`src/rtl/mips_pkg.sv`:
```
// Shared opcode/funct constants, state and instruction-class enums, and
// datapath select encodings for the multicycle MIPS-subset controller.
package mips_pkg;

  localparam logic [5:0] OP_RTYPE = 6'h00;
  localparam logic [5:0] OP_J     = 6'h02;
  localparam logic [5:0] OP_JAL   = 6'h03;
  localparam logic [5:0] OP_BEQ   = 6'h04;
  localparam logic [5:0] OP_ORI   = 6'h0d;
  localparam logic [5:0] OP_LUI   = 6'h0f;
  localparam logic [5:0] OP_LH    = 6'h21;
  localparam logic [5:0] OP_LW    = 6'h23;
  localparam logic [5:0] OP_SB    = 6'h28;
  localparam logic [5:0] OP_SW    = 6'h2b;

  localparam logic [5:0] FN_SLL   = 6'h00;
  localparam logic [5:0] FN_JR    = 6'h08;
  localparam logic [5:0] FN_ADDU  = 6'h21;
  localparam logic [5:0] FN_SUBU  = 6'h23;
  localparam logic [5:0] FN_SLT   = 6'h2a;

  typedef enum logic [2:0] {
    S_FETCH  = 3'd0,
    S_DECODE = 3'd1,
    S_EXE    = 3'd2,
    S_MEM    = 3'd3,
    S_WB     = 3'd4,
    S_BR     = 3'd5,
    S_JMP    = 3'd6,
    S_TRAP   = 3'd7
  } state_t;

  typedef enum logic [3:0] {
    C_RALU, C_SLL, C_ORI, C_LUI, C_LW, C_LH, C_SW, C_SB,
    C_BEQ, C_J, C_JAL, C_JR, C_ILL
  } iclass_t;

  // Register destination: rt, rd, or $ra for JAL.
  localparam logic [1:0] REGDST_RT = 2'd0;
  localparam logic [1:0] REGDST_RD = 2'd1;
  localparam logic [1:0] REGDST_RA = 2'd2;

  localparam logic [1:0] PCSRC_PC4  = 2'd0;
  localparam logic [1:0] PCSRC_JUMP = 2'd1;
  localparam logic [1:0] PCSRC_REG  = 2'd2;

  localparam logic [1:0] WB_ALU = 2'd0;
  localparam logic [1:0] WB_MEM = 2'd1;
  localparam logic [1:0] WB_PC4 = 2'd2;

  localparam logic [1:0] EXT_ZERO = 2'd0;
  localparam logic [1:0] EXT_SIGN = 2'd1;
  localparam logic [1:0] EXT_LUI  = 2'd2;

  localparam logic [1:0] ALU_ADD   = 2'd0;
  localparam logic [1:0] ALU_SUB   = 2'd1;
  localparam logic [1:0] ALU_FUNCT = 2'd2;
  localparam logic [1:0] ALU_OR    = 2'd3;

  function automatic logic is_load(input iclass_t c);
    return c inside {C_LW, C_LH};
  endfunction

  function automatic logic is_store(input iclass_t c);
    return c inside {C_SW, C_SB};
  endfunction

endpackage

```
`src/rtl/mc_opclass.sv`:
```
// Combinational instruction classifier: maps opcode/funct to an instruction
// class and a legality flag.
module mc_opclass
  import mips_pkg::*;
(
  input  logic [5:0] opcode,
  input  logic [5:0] funct,
  output iclass_t    iclass,
  output logic       legal
);

  always_comb begin
    iclass = C_ILL;
    unique case (opcode)
      OP_RTYPE: begin
        unique case (funct)
          FN_ADDU, FN_SUBU, FN_SLT: iclass = C_RALU;
          FN_SLL:                   iclass = C_SLL;
          FN_JR:                    iclass = C_JR;
          default:                  iclass = C_ILL;
        endcase
      end
      OP_J:    iclass = C_J;
      OP_JAL:  iclass = C_JAL;
      OP_BEQ:  iclass = C_BEQ;
      OP_ORI:  iclass = C_ORI;
      OP_LUI:  iclass = C_LUI;
      OP_LW:   iclass = C_LW;
      OP_LH:   iclass = C_LH;
      OP_SW:   iclass = C_SW;
      OP_SB:   iclass = C_SB;
      default: iclass = C_ILL;
    endcase
  end

  assign legal = (iclass != C_ILL);

endmodule

```
`src/rtl/multicycle_ctrl.sv`:
```
// Multicycle MIPS-subset control unit: FETCH/DECODE/EXE/MEM/WB/BR/JMP/TRAP
// sequencer with optional memory handshake and a retired-instruction counter.
module multicycle_ctrl
  import mips_pkg::*;
#(
  parameter int MEM_HANDSHAKE = 1,
  parameter int CNT_W         = 32
) (
  input  logic             clk,
  input  logic             reset,
  input  logic [5:0]       opcode,
  input  logic [5:0]       funct,
  input  logic             zero,
  input  logic             mem_ready,
  output logic             PCWr,
  output logic             IRWr,
  output logic             MemRd,
  output logic             MemWr,
  output logic             RegWr,
  output logic [1:0]       RegDst,
  output logic [1:0]       PCSrc,
  output logic [1:0]       MemtoReg,
  output logic [1:0]       EXTOp,
  output logic [1:0]       ALUop,
  output logic             ALUSrc,
  output logic             ALUSrc1,
  output logic             sb,
  output logic             lh,
  output logic             illegal,
  output logic [2:0]       state,
  output logic [CNT_W-1:0] instr_cnt
);

  state_t  cur, nxt;
  iclass_t iclass;
  logic    legal;
  logic    mem_done;
  logic    retire;

  mc_opclass u_opclass (
    .opcode (opcode),
    .funct  (funct),
    .iclass (iclass),
    .legal  (legal)
  );

  assign mem_done = (MEM_HANDSHAKE == 0) || mem_ready;
  assign retire   = (nxt == S_FETCH) && (cur inside {S_WB, S_BR, S_JMP, S_MEM});
  assign state    = cur;

  // NOTE: sequential state uses non-blocking assignments so every flop
  // samples pre-edge values regardless of statement order.
  always_ff @(posedge clk or posedge reset) begin
    if (reset) begin
      cur       <= S_FETCH;
      illegal   <= 1'b0;
      instr_cnt <= '0;
    end else begin
      cur <= nxt;
      if (nxt == S_TRAP) illegal <= 1'b1;
      if (retire) instr_cnt <= instr_cnt + 1'b1;
    end
  end

  always_comb begin
    // NOTE: every output gets a default before the case so no path through
    // the decode leaves a signal unassigned and infers a latch.
    nxt      = cur;
    PCWr     = 1'b0;
    IRWr     = 1'b0;
    MemRd    = 1'b0;
    MemWr    = 1'b0;
    RegWr    = 1'b0;
    RegDst   = REGDST_RT;
    PCSrc    = PCSRC_PC4;
    MemtoReg = WB_ALU;
    EXTOp    = EXT_ZERO;
    ALUop    = ALU_ADD;
    ALUSrc   = 1'b0;
    ALUSrc1  = 1'b0;
    sb       = 1'b0;
    lh       = 1'b0;
    // Reset holds every strobe low even though the state register already reads FETCH.
    if (!reset) begin
      unique case (cur)
        S_FETCH: begin
          MemRd = 1'b1;
          if (mem_done) begin
            IRWr  = 1'b1;
            PCWr  = 1'b1;
            PCSrc = PCSRC_PC4;
            nxt   = S_DECODE;
          end
        end
        S_DECODE: begin
          if (!legal) nxt = S_TRAP;
          else if (iclass == C_BEQ) nxt = S_BR;
          else if (iclass inside {C_J, C_JAL, C_JR}) nxt = S_JMP;
          else nxt = S_EXE;
        end
        S_EXE: begin
          unique case (iclass)
            C_RALU: ALUop = ALU_FUNCT;
            C_SLL: begin
              ALUop   = ALU_FUNCT;
              ALUSrc1 = 1'b1;
            end
            C_ORI: begin
              ALUSrc = 1'b1;
              EXTOp  = EXT_ZERO;
              ALUop  = ALU_OR;
            end
            C_LUI: begin
              ALUSrc = 1'b1;
              EXTOp  = EXT_LUI;
            end
            C_LW, C_LH, C_SW, C_SB: begin
              ALUSrc = 1'b1;
              EXTOp  = EXT_SIGN;
            end
            default: ;
          endcase
          nxt = (is_load(iclass) || is_store(iclass)) ? S_MEM : S_WB;
        end
        S_MEM: begin
          if (is_store(iclass)) begin
            MemWr = 1'b1;
            sb    = (iclass == C_SB);
          end else begin
            MemRd = 1'b1;
          end
          if (mem_done) nxt = is_load(iclass) ? S_WB : S_FETCH;
        end
        S_WB: begin
          RegWr = 1'b1;
          if (iclass inside {C_RALU, C_SLL}) RegDst = REGDST_RD;
          if (is_load(iclass)) MemtoReg = WB_MEM;
          lh  = (iclass == C_LH);
          nxt = S_FETCH;
        end
        S_BR: begin
          ALUop = ALU_SUB;
          PCWr  = zero;
          nxt   = S_FETCH;
        end
        S_JMP: begin
          PCWr  = 1'b1;
          PCSrc = (iclass == C_JR) ? PCSRC_REG : PCSRC_JUMP;
          if (iclass == C_JAL) begin
            RegWr    = 1'b1;
            RegDst   = REGDST_RA;
            MemtoReg = WB_PC4;
          end
          nxt = S_FETCH;
        end
        S_TRAP: nxt = S_TRAP;
      endcase
    end
  end

endmodule
```
`config.mk`:
```
export PLATFORM = sky130hd
export DESIGN_NAME = multicycle_ctrl
export DESIGN_NICKNAME = d
export VERILOG_FILES = /design/src/rtl/mips_pkg.sv /design/src/rtl/mc_opclass.sv /design/src/rtl/multicycle_ctrl.sv
export SDC_FILE = /design/constraint.sdc
export NUM_CORES = 1
export LEC_CHECK = 0
export ABC_CLOCK_PERIOD_IN_PS = 3760
export BUFFER_PORTS_ARGS = -buffer_cell sky130_fd_sc_hd__buf_2
export CORE_MARGIN = 1
export CORE_UTILIZATION = 45
export CTS_CLUSTER_DIAMETER = 150
export CTS_CLUSTER_SIZE = 40
export DETAILED_ROUTE_END_ITERATION = 12
export PLACE_DENSITY = 0.7
export SYNTH_ARGS = -nofsm -noshare
export SYNTH_HDL_FRONTEND = slang
export SYNTH_SLANG_ARGS = --single-unit
```
`constraint.sdc`:
```
create_clock -name clk -period 3.76 [get_ports clk]
set_input_delay 0.188 -clock clk [delete_from_list [all_inputs] [get_ports clk]]
set_output_delay 0.188 -clock clk [all_outputs]
set_load 0.01 [all_outputs]
```
; ---- After elaboration in Yosys (flattened, before gate mapping)
; Cells that the tools add are included.
[totals]
ff_bits = 36
input_bits = 16
out_inout_bits = 55
elab_cells = 106
[classes]
add_sub_neg = 1
eq_ne = 33
n_mux = 52
n_reduce_logical = 17
[ops]
columns = op, n
row1 = "6-bit == test, second input constant", 7
row2 = 4-bit case mux with 10 select lines, 1
row3 = "32-bit by 1-bit adder with 32-bit output, second input constant", 1
row4 = 1-bit two-way mux, 24
row5 = 3-bit two-way mux, 8
row6 = 2-bit case mux with 2 select lines, 5
row7 = "6-bit by 4-bit == test with 1-bit output, second input constant", 3
row8 = 2-bit two-way mux, 9
row9 = 3-bit case mux with 6 select lines, 1
row10 = "4-bit by 3-bit == test with 1-bit output, second input constant", 4
row11 = "4-bit == test, second input constant", 4
row12 = "3-bit == test, second input constant", 5
row13 = "6-bit by 2-bit == test with 1-bit output, second input constant", 2
row14 = 6-bit logical NOT, 2
row15 = 4-bit case mux with 3 select lines, 1
row16 = "4-bit by 2-bit == test with 1-bit output, second input constant", 2
row17 = "3-bit by 2-bit == test with 1-bit output, second input constant", 2
row18 = "6-bit by 3-bit == test with 1-bit output, second input constant", 1
row19 = 3-bit logical NOT, 2
row20 = 2-bit nonzero test, 3
row21 = 3-bit OR reduction, 2
row22 = 6-bit OR reduction, 1
row23 = "4-bit by 1-bit == test with 1-bit output, second input constant", 1
row24 = 4-bit logical NOT, 1
row25 = 10 further kinds, 11

; ---- Depth between registers and ports, before layout
; Gate-level depths: netlist (run 1).
[depth]
ltp_word = 13
ltp_mapped = 8
depth_no_buf = 6

; ---- Hierarchy
; Synthesis (run 1) repeated with hierarchy kept, for this count alone.
[unflattened]
cells_unflattened = 269
hier_area_um2 = 2633.8
[by_module_without_submodules]
columns = mod, instances, cells_per_inst, area_each_um2, seq_area_each_um2
row1 = multicycle_ctrl, 1, 221, 2312.2, 900.9
row2 = mc_opclass, 1, 48, 321.6, 0.0

; ---- Worst setup path after synthesis (run 1)
; OpenSTA, ideal clock, no wires.
[synth_timing]
kind = input port to flip-flop
startpoint = input reset
endpoint = register instr_cnt[1]
setup_time_ns = 0.125
t_arrival_ns = 2.349
required_time_ns = 3.635
setup_slack_ns = 1.286
cell_stages = 6
cell_sequence = clkbuf_1 -> inv_1 -> nor2_1 -> o41ai_4 -> nand3_2 -> mux2_4
[synth_via]
elab_chain_len = 3
[synth_lines]
columns = element, line
row1 = from (decl), multicycle_ctrl.sv:10  ; input logic reset,
row2 = 3-bit two-way mux, multicycle_ctrl.sv:84  ; if (!reset) begin
row3 = 3-bit logical NOT, multicycle_ctrl.sv:48  ; assign retire = (nxt == S_FETCH) && (cur inside {S_WB, S_BR, S_JMP, S_MEM});
row4 = 1-bit logical AND, multicycle_ctrl.sv:48
row5 = to (signal assigned), multicycle_ctrl.sv:61  ; if (retire) instr_cnt <= instr_cnt + 1'b1;
row6 = to (decl), multicycle_ctrl.sv:31  ; output logic [CNT_W-1:0] instr_cnt
; No other way between the ends.
; A chain may end at the register's enable or synchronous reset.

; ---- Worst setup path in the final report (run 1)
; Ends and elaborated chain as after synthesis.

==> results of run 1 <==
## metrics by stage
stage / util [%] / setup WS (ns) / hold WS, ns / instances / total power (W)
floorplan: - / 1.29 / 0.500 / 294 / 0.000879
global placement: 53.3 / 1.30 / 0.284 / 423 / 0.000996
detailed placement: 53.3 / 1.19 / 0.290 / 423 / 0.00100
CTS: 55.5 / 1.17 / 0.475 / 432 / 0.00135
global route: 55.5 / 0.914 / 0.485 / 432 / 0.00142
finish: 55.5 / 1.23 / 0.468 / 432 / 0.00134
## worst max-delay path by stage
stage,endpoint,from,slack [ns]
6_report,instr_cnt[1],reset,1.23
5_1_grt,instr_cnt[25],reset,0.91
4_1_cts,instr_cnt[25],reset,1.17
3_5_place_dp,instr_cnt[28],opcode[1],1.19
3_3_place_gp,instr_cnt[26],opcode[1],1.30
2_1_floorplan,instr_cnt[1],reset,1.29
## cell type report
class,count,area [um^2]
fill,513,2450
clock buffer,5,68.8
sequential,36,901
timing repair buffer,75,390
multi-input combinational,230,1520
clock inverter,3,42.5
tap,72,90.1
inverter,11,41.3
## per-layer routing
layer	up-vias	share of wire (%)	global-route usage, %
met2	77	45	32.6
met1	1106	49	29.5
li1	1184	-	-
met5	-	0	0
met3	9	5.4	3.53
met4	0	1.4	6.60
## layout by cell type, fill, tap and decap left out, types with 3 or more instances in the layout
cell,instances
and2_1,4
buf_4,4
a311oi_1,4
o21ai_0,6
or2_2,3
a21oi_1,8
and3_1,6
xnor2_1,32
nand2_1,22
nor2b_1,5
nor2_1,31
nand4_1,18
nand3_2,9
nor4_1,4
nand3_1,23
clkbuf_8,5
buf_2,70
nor3_1,12
dfrtp_1,36
inv_1,11
## worst reg2reg max path: stages, from the launching register on
cell and delay [ns]:
dfrtp_1 0.58, nand4b_1 0.14, a21oi_1 0.35, o2111ai_1 0.48
nor4_1 0.40, nand3_1 0.13, xnor2_1 0.14
## repair_timing
action	4_1_cts	5_1_grt
resized for setup	0	0
hold buffers	1	0
hold endpoints to repair	7	0
## power by group through the flow
| stage | Clock (W) | Sequential (W) | Combinational [W] |
|---|---|---|---|
| after CTS | 0.000350 | 0.000514 | 0.000484 |
| after global placement | 0 | 0.000523 | 0.000473 |
| after global routing | 0.000363 | 0.000530 | 0.000531 |
| after floorplan | 0 | 0.000507 | 0.000372 |
| after detailed placement | 0 | 0.000522 | 0.000480 |
| final | 0.000344 | 0.000515 | 0.000484 |
## registers in the layout, summed over array words and instances (netlist names)
signal,count
instr_cnt,32
state,3
illegal,1
## logic make-up after synthesis
group,count (synthesis),share of synthesized area (%)
multiplexers,2,0.967
AND/OR/NAND/NOR,154,33.4
XOR/XNOR,32,10.8
AO/OA/AOI/OAI,41,13.2
buffers and inverters,28,6.34
adder cells (fa/ha/maj),1,0.484
flip-flops,36,34.8
==> impl_metrics.env, run 1 <==
export IMPL_cp_required_ns=3.94
export IMPL_rows=27
export IMPL_design_die_area_um2=6050
export IMPL_drt_first_pass_iters=4
export IMPL_hold_viol=0
export IMPL_syn_cell_area_um2=2590
export IMPL_critical_path_slowest_cell="dlygate4sd3_1"
export IMPL_leakage_nw=1.34
export IMPL_grt_max_degree=31
export IMPL_reg2reg_setup_slack_ns=1.42
export IMPL_critPathKind="input port to flip-flop"
export IMPL_tritoncts="built"
export IMPL_grt_remaining_overflow=0
export IMPL_synth_largest_area_cell="dfrtp_1"
export IMPL_syn_mean_instance_area_um2=8.80
export IMPL_drv_slew=0
export IMPL_core_um2=5510
export IMPL_track_usage_pct=20.9
export IMPL_io_buffers=70
export IMPL_hold_depth=1
export IMPL_path_delay_family="buffers and inverters"
export IMPL_start_kind="input port"
export IMPL_syn_to_final_growth_pct=18.1
export IMPL_yosys_top_cells_count="dfrtp_1, xnor2_1, nor2_1"
export IMPL_end_kind="flip-flop"
export IMPL_first_iter_violations=117
export IMPL_p_clk_share_pct=25.6
export IMPL_yosysWarnings=0
export IMPL_cp_max_fo=30
export IMPL_crit_path_max_incr_delay_ns=0.53
export IMPL_critPathBufInv=4
export IMPL_clk_pin_slew_ns=0.08
export IMPL_dieHeight_um=77.8
export IMPL_worst_slew_pin_slew_ns=0.831
export IMPL_yosysTopAreaCellShare_pct=34.8
export IMPL_setup_viol=0
export IMPL_finClkSkew_ns=0.00586
export IMPL_cts_buffers=5
export IMPL_synth_edff_count=0
export IMPL_peakVddDrop_mv=0.271
export IMPL_clock_sinks=36
export IMPL_synth_distinct_cells=57
export IMPL_initial_utilization_pct=47.0
export IMPL_gp_congestion=0.893
export IMPL_route_detailed_drc=0
export IMPL_cp_depth=9
export IMPL_yosysMostFrequentCell="dfrtp_1"
export IMPL_min_from="illegal"
export IMPL_power_internal_w=0.000820
export IMPL_vias_per_cell=5.50
export IMPL_diodes=0
export IMPL_post_drt_wl_per_cell_um=13.9
export IMPL_clk_latency_ns=0.29
export IMPL_drive_gt1_share_pct=28.9
export IMPL_synthTopCellsByArea="dfrtp_1, xnor2_1, nor2_1, nand3_1, nand4_1"
export IMPL_antenna_found_initial=0
export IMPL_h_tree_depth=2
export IMPL_min_to="illegal"
export IMPL_syn_inst=294
export IMPL_chipWidth_um=77.8
export IMPL_drt_total_wl_um=6010
export IMPL_pin_count=71
export IMPL_hold_class="flip-flop to flip-flop"
export IMPL_r2r_cells=6
export IMPL_final_area_um2=3060
export IMPL_layout_nets=376
export IMPL_postCtsSetupRepairBufs=0
export IMPL_fin_crit_sh_pct=67.2
export IMPL_slew_headroom_pct=44.1
export IMPL_status="finished clean"
export IMPL_grt_first_pass_wirelength_um=10200
export IMPL_tns_ns=0
export IMPL_grt_pass1_vias=2125
export IMPL_ys_ff_latch=36
export IMPL_power_switching_share_pct=38.9
export IMPL_period_needed_ns=2.53
export IMPL_placed_cell_area_um2=2930
export IMPL_synth_nets=311
export IMPL_r2r_start="state[1]"
export IMPL_crit_chain="dlygate4sd3_1 -> buf_2 -> inv_1 -> buf_4 -> nand3_1 -> o21ai_0 -> o41ai_4 -> nand3_2 -> mux2_4"
export IMPL_combPwrFrac_pct=36.0
export IMPL_root_buffer="clkbuf_8"
export IMPL_cts_buffer_depth=2
export IMPL_rsz0062_at_grt="false"
export IMPL_seqPwrFrac_pct=38.3
export IMPL_power_density_nw_per_um2=439
export IMPL_antenna_left=0
export IMPL_critical_path_arrival_ns=2.70
export IMPL_ys_seq_area_share_pct=34.8
export IMPL_reg2reg_to="instr_cnt[25]"
export IMPL_switching_power_w=0.000523
export IMPL_dr_total_vias=2376
export IMPL_dp_hpwl_um=4440
export IMPL_ys_flop_type="dfrtp_1"
export IMPL_cap_viol_max_count=0
export IMPL_async_flop_share_pct=100
export IMPL_fmax_ghz=0.396
Note: power is estimated with default switching activity, not from simulation.
==> run 2: changes to the inputs <==
--- a/config.mk
+++ b/config.mk
@@ -5,14 +5,14 @@
 export SDC_FILE = /design/constraint.sdc
 export NUM_CORES = 1
 export LEC_CHECK = 0
-export ABC_CLOCK_PERIOD_IN_PS = 3760
+export ABC_CLOCK_PERIOD_IN_PS = 2050
 export BUFFER_PORTS_ARGS = -buffer_cell sky130_fd_sc_hd__buf_2
 export CORE_MARGIN = 1
 export CORE_UTILIZATION = 45
 export CTS_CLUSTER_DIAMETER = 150
 export CTS_CLUSTER_SIZE = 40
 export DETAILED_ROUTE_END_ITERATION = 12
-export PLACE_DENSITY = 0.7
+export PLACE_DENSITY = 0.73
 export SYNTH_ARGS = -nofsm -noshare
 export SYNTH_HDL_FRONTEND = slang
 export SYNTH_SLANG_ARGS = --single-unit
==> constraint.sdc (replaced) <==
create_clock -name clk -period 2.05 [get_ports clk]
set_input_delay 0.1025 -clock clk [delete_from_list [all_inputs] [get_ports clk]]
set_output_delay 0.1025 -clock clk [all_outputs]
set_load 0.01 [all_outputs]
==> impl_metrics.env, run 2 (same netlist as run 1, synthesis figures left out) <==
export IMPL_slew_headroom_pct=70.0
export IMPL_initial_utilization_pct=47.0
export IMPL_drv_slew=0
export IMPL_tritoncts="built"
export IMPL_first_iter_violations=109
export IMPL_seqPwrFrac_pct=35.1
export IMPL_chipWidth_um=77.8
export IMPL_drt_total_wl_um=6530
export IMPL_hold_viol=0
export IMPL_switching_power_w=0.00103
export IMPL_clk_pin_slew_ns=0.08
export IMPL_r2r_start="instr_cnt[8]"
export IMPL_core_um2=5510
export IMPL_postCtsSetupRepairBufs=0
export IMPL_end_kind="flip-flop"
export IMPL_route_detailed_drc=0
export IMPL_hold_class="input port to async pin"
export IMPL_final_area_um2=3340
export IMPL_placed_cell_area_um2=3220
export IMPL_worst_slew_pin_slew_ns=0.446
export IMPL_cp_max_fo=5
export IMPL_cts_buffer_depth=2
export IMPL_grt_remaining_overflow=0
export IMPL_critPathKind="flip-flop to flip-flop"
export IMPL_syn_to_final_growth_pct=29.1
export IMPL_mostFrequentLayoutCell="buf_2"
export IMPL_rsz0062_at_grt="false"
export IMPL_leakage_nw=1.50
export IMPL_fin_util_pct=60.6
export IMPL_setup_viol=0
export IMPL_setup_ws_ns=0.110
export IMPL_place_ws_ns=-0.0175
export IMPL_tns_ns=0
export IMPL_power_internal_w=0.00157
export IMPL_cp_required_ns=2.22
export IMPL_rows=27
export IMPL_dieHeight_um=77.8
export IMPL_grt_busiest_layer="met2"
export IMPL_root_buffer="clkbuf_8"
export IMPL_r2r_cells=7
export IMPL_clk_latency_ns=0.29
export IMPL_power_switching_share_pct=39.6
export IMPL_pin_count=71
export IMPL_peakVddDrop_mv=0.873
export IMPL_grt_first_pass_wirelength_um=11300
export IMPL_fill_cells=470
export IMPL_drive_gt1_share_pct=37.2
export IMPL_start_kind="flip-flop"
export IMPL_fin_crit_sh_pct=94.7
export IMPL_use_met1_pct=31.1
export IMPL_period_needed_ns=1.94
export IMPL_combPwrFrac_pct=44.0
export IMPL_diodes=0
export IMPL_largest_reg_flops=32
export IMPL_grt_max_degree=20
export IMPL_gp_congestion=0.917
export IMPL_vias_per_cell=5.53
export IMPL_fmax_ghz=0.515
export IMPL_cap_viol_max_count=0
export IMPL_status="finished clean"
export IMPL_grt_pass1_vias=2407
export IMPL_finClkSkew_ns=0.00396
export IMPL_io_buffers=70
export IMPL_critical_path_arrival_ns=2.11
export IMPL_antenna_found_initial=0
export IMPL_p_clk_share_pct=20.9
export IMPL_reg2reg_setup_slack_ns=0.11
export IMPL_antenna_left=0
export IMPL_regMostFlops="instr_cnt"
export IMPL_dr_total_vias=2565
export IMPL_clock_sinks=36
export IMPL_final_cell_mix="buf_2, dfrtp_1, buf_4, xnor2_1, nor2_1"
export IMPL_dp_hpwl_um=5020
export IMPL_track_usage_pct=23.2
export IMPL_drt_first_pass_iters=4
export IMPL_use_met3_pct=5.18
export IMPL_fin_hold_ws_ns=0.369
export IMPL_layout_nets=408
export IMPL_post_drt_wl_per_cell_um=14.1
export IMPL_power_density_nw_per_um2=779
export IMPL_design_die_area_um2=6050
export IMPL_cts_buffers=5
export IMPL_grt_use_met2_pct=37.6
export IMPL_h_tree_depth=2
export IMPL_reg2reg_to="instr_cnt[28]"
## run 2: worst max-delay path, cell delays in order (launching register included)
cell and delay [ns]:
dfrtp_1 0.41, and4_4 0.25, and3_2 0.24, nand4_1 0.18
nor4_2 0.29, buf_4 0.17, nand4_1 0.12, xnor2_1 0.16
## run 2: power groups by stage
stage               Combinational [W]  Clock [W]  Sequential, W
floorplan                    0.000698          0       0.000930
global placement              0.00111          0       0.000915
detailed placement            0.00114          0       0.000923
CTS                           0.00114   0.000555       0.000911
global route                  0.00126   0.000596       0.000930
finish                        0.00114   0.000544       0.000913
## run 2: worst max path at each step
stage	start	end	depth (start not counted)
floorplan	state[2]	instr_cnt[25]	7
global placement	opcode[2]	instr_cnt[1]	8
detailed placement	opcode[2]	instr_cnt[1]	8
CTS	instr_cnt[8]	instr_cnt[28]	7
global route	instr_cnt[9]	instr_cnt[28]	7
finish	instr_cnt[8]	instr_cnt[28]	7
## run 2: layout make-up
class                      count  area, um^2  share of cell area [%]
multi-input combinational    230        1550                    46.5
sequential                    36         901                    27.0
timing repair buffer         107         656                    19.6
tap                           72        90.1                    2.70
clock buffer                   6        82.6                    2.47
inverter                      11        45.0                    1.35
clock inverter                 2        13.8                   0.412
## run 2: timing repair
item / 4_1_cts / 5_1_grt
endpoints found under the hold margin: 2 / 0
setup endpoints to repair: 0 / 11
gates resized for setup: 0 / 6
hold buffers: 1 / 0
## run 2: metal layers
| layer | vias up | share of wire, % |
|---|---|---|
| met5 | - | 0 |
| met1 | 1246 | 47 |
| met2 | 61 | 48 |
| li1 | 1252 | - |
| met3 | 6 | 4.7 |
| met4 | 0 | 0.80 |
## run 2: stage by stage
stage	power, W	instances
floorplan	0.00163	294
global placement	0.00203	455
detailed placement	0.00206	455
CTS	0.00261	464
global route	0.00279	464
finish	0.00260	464
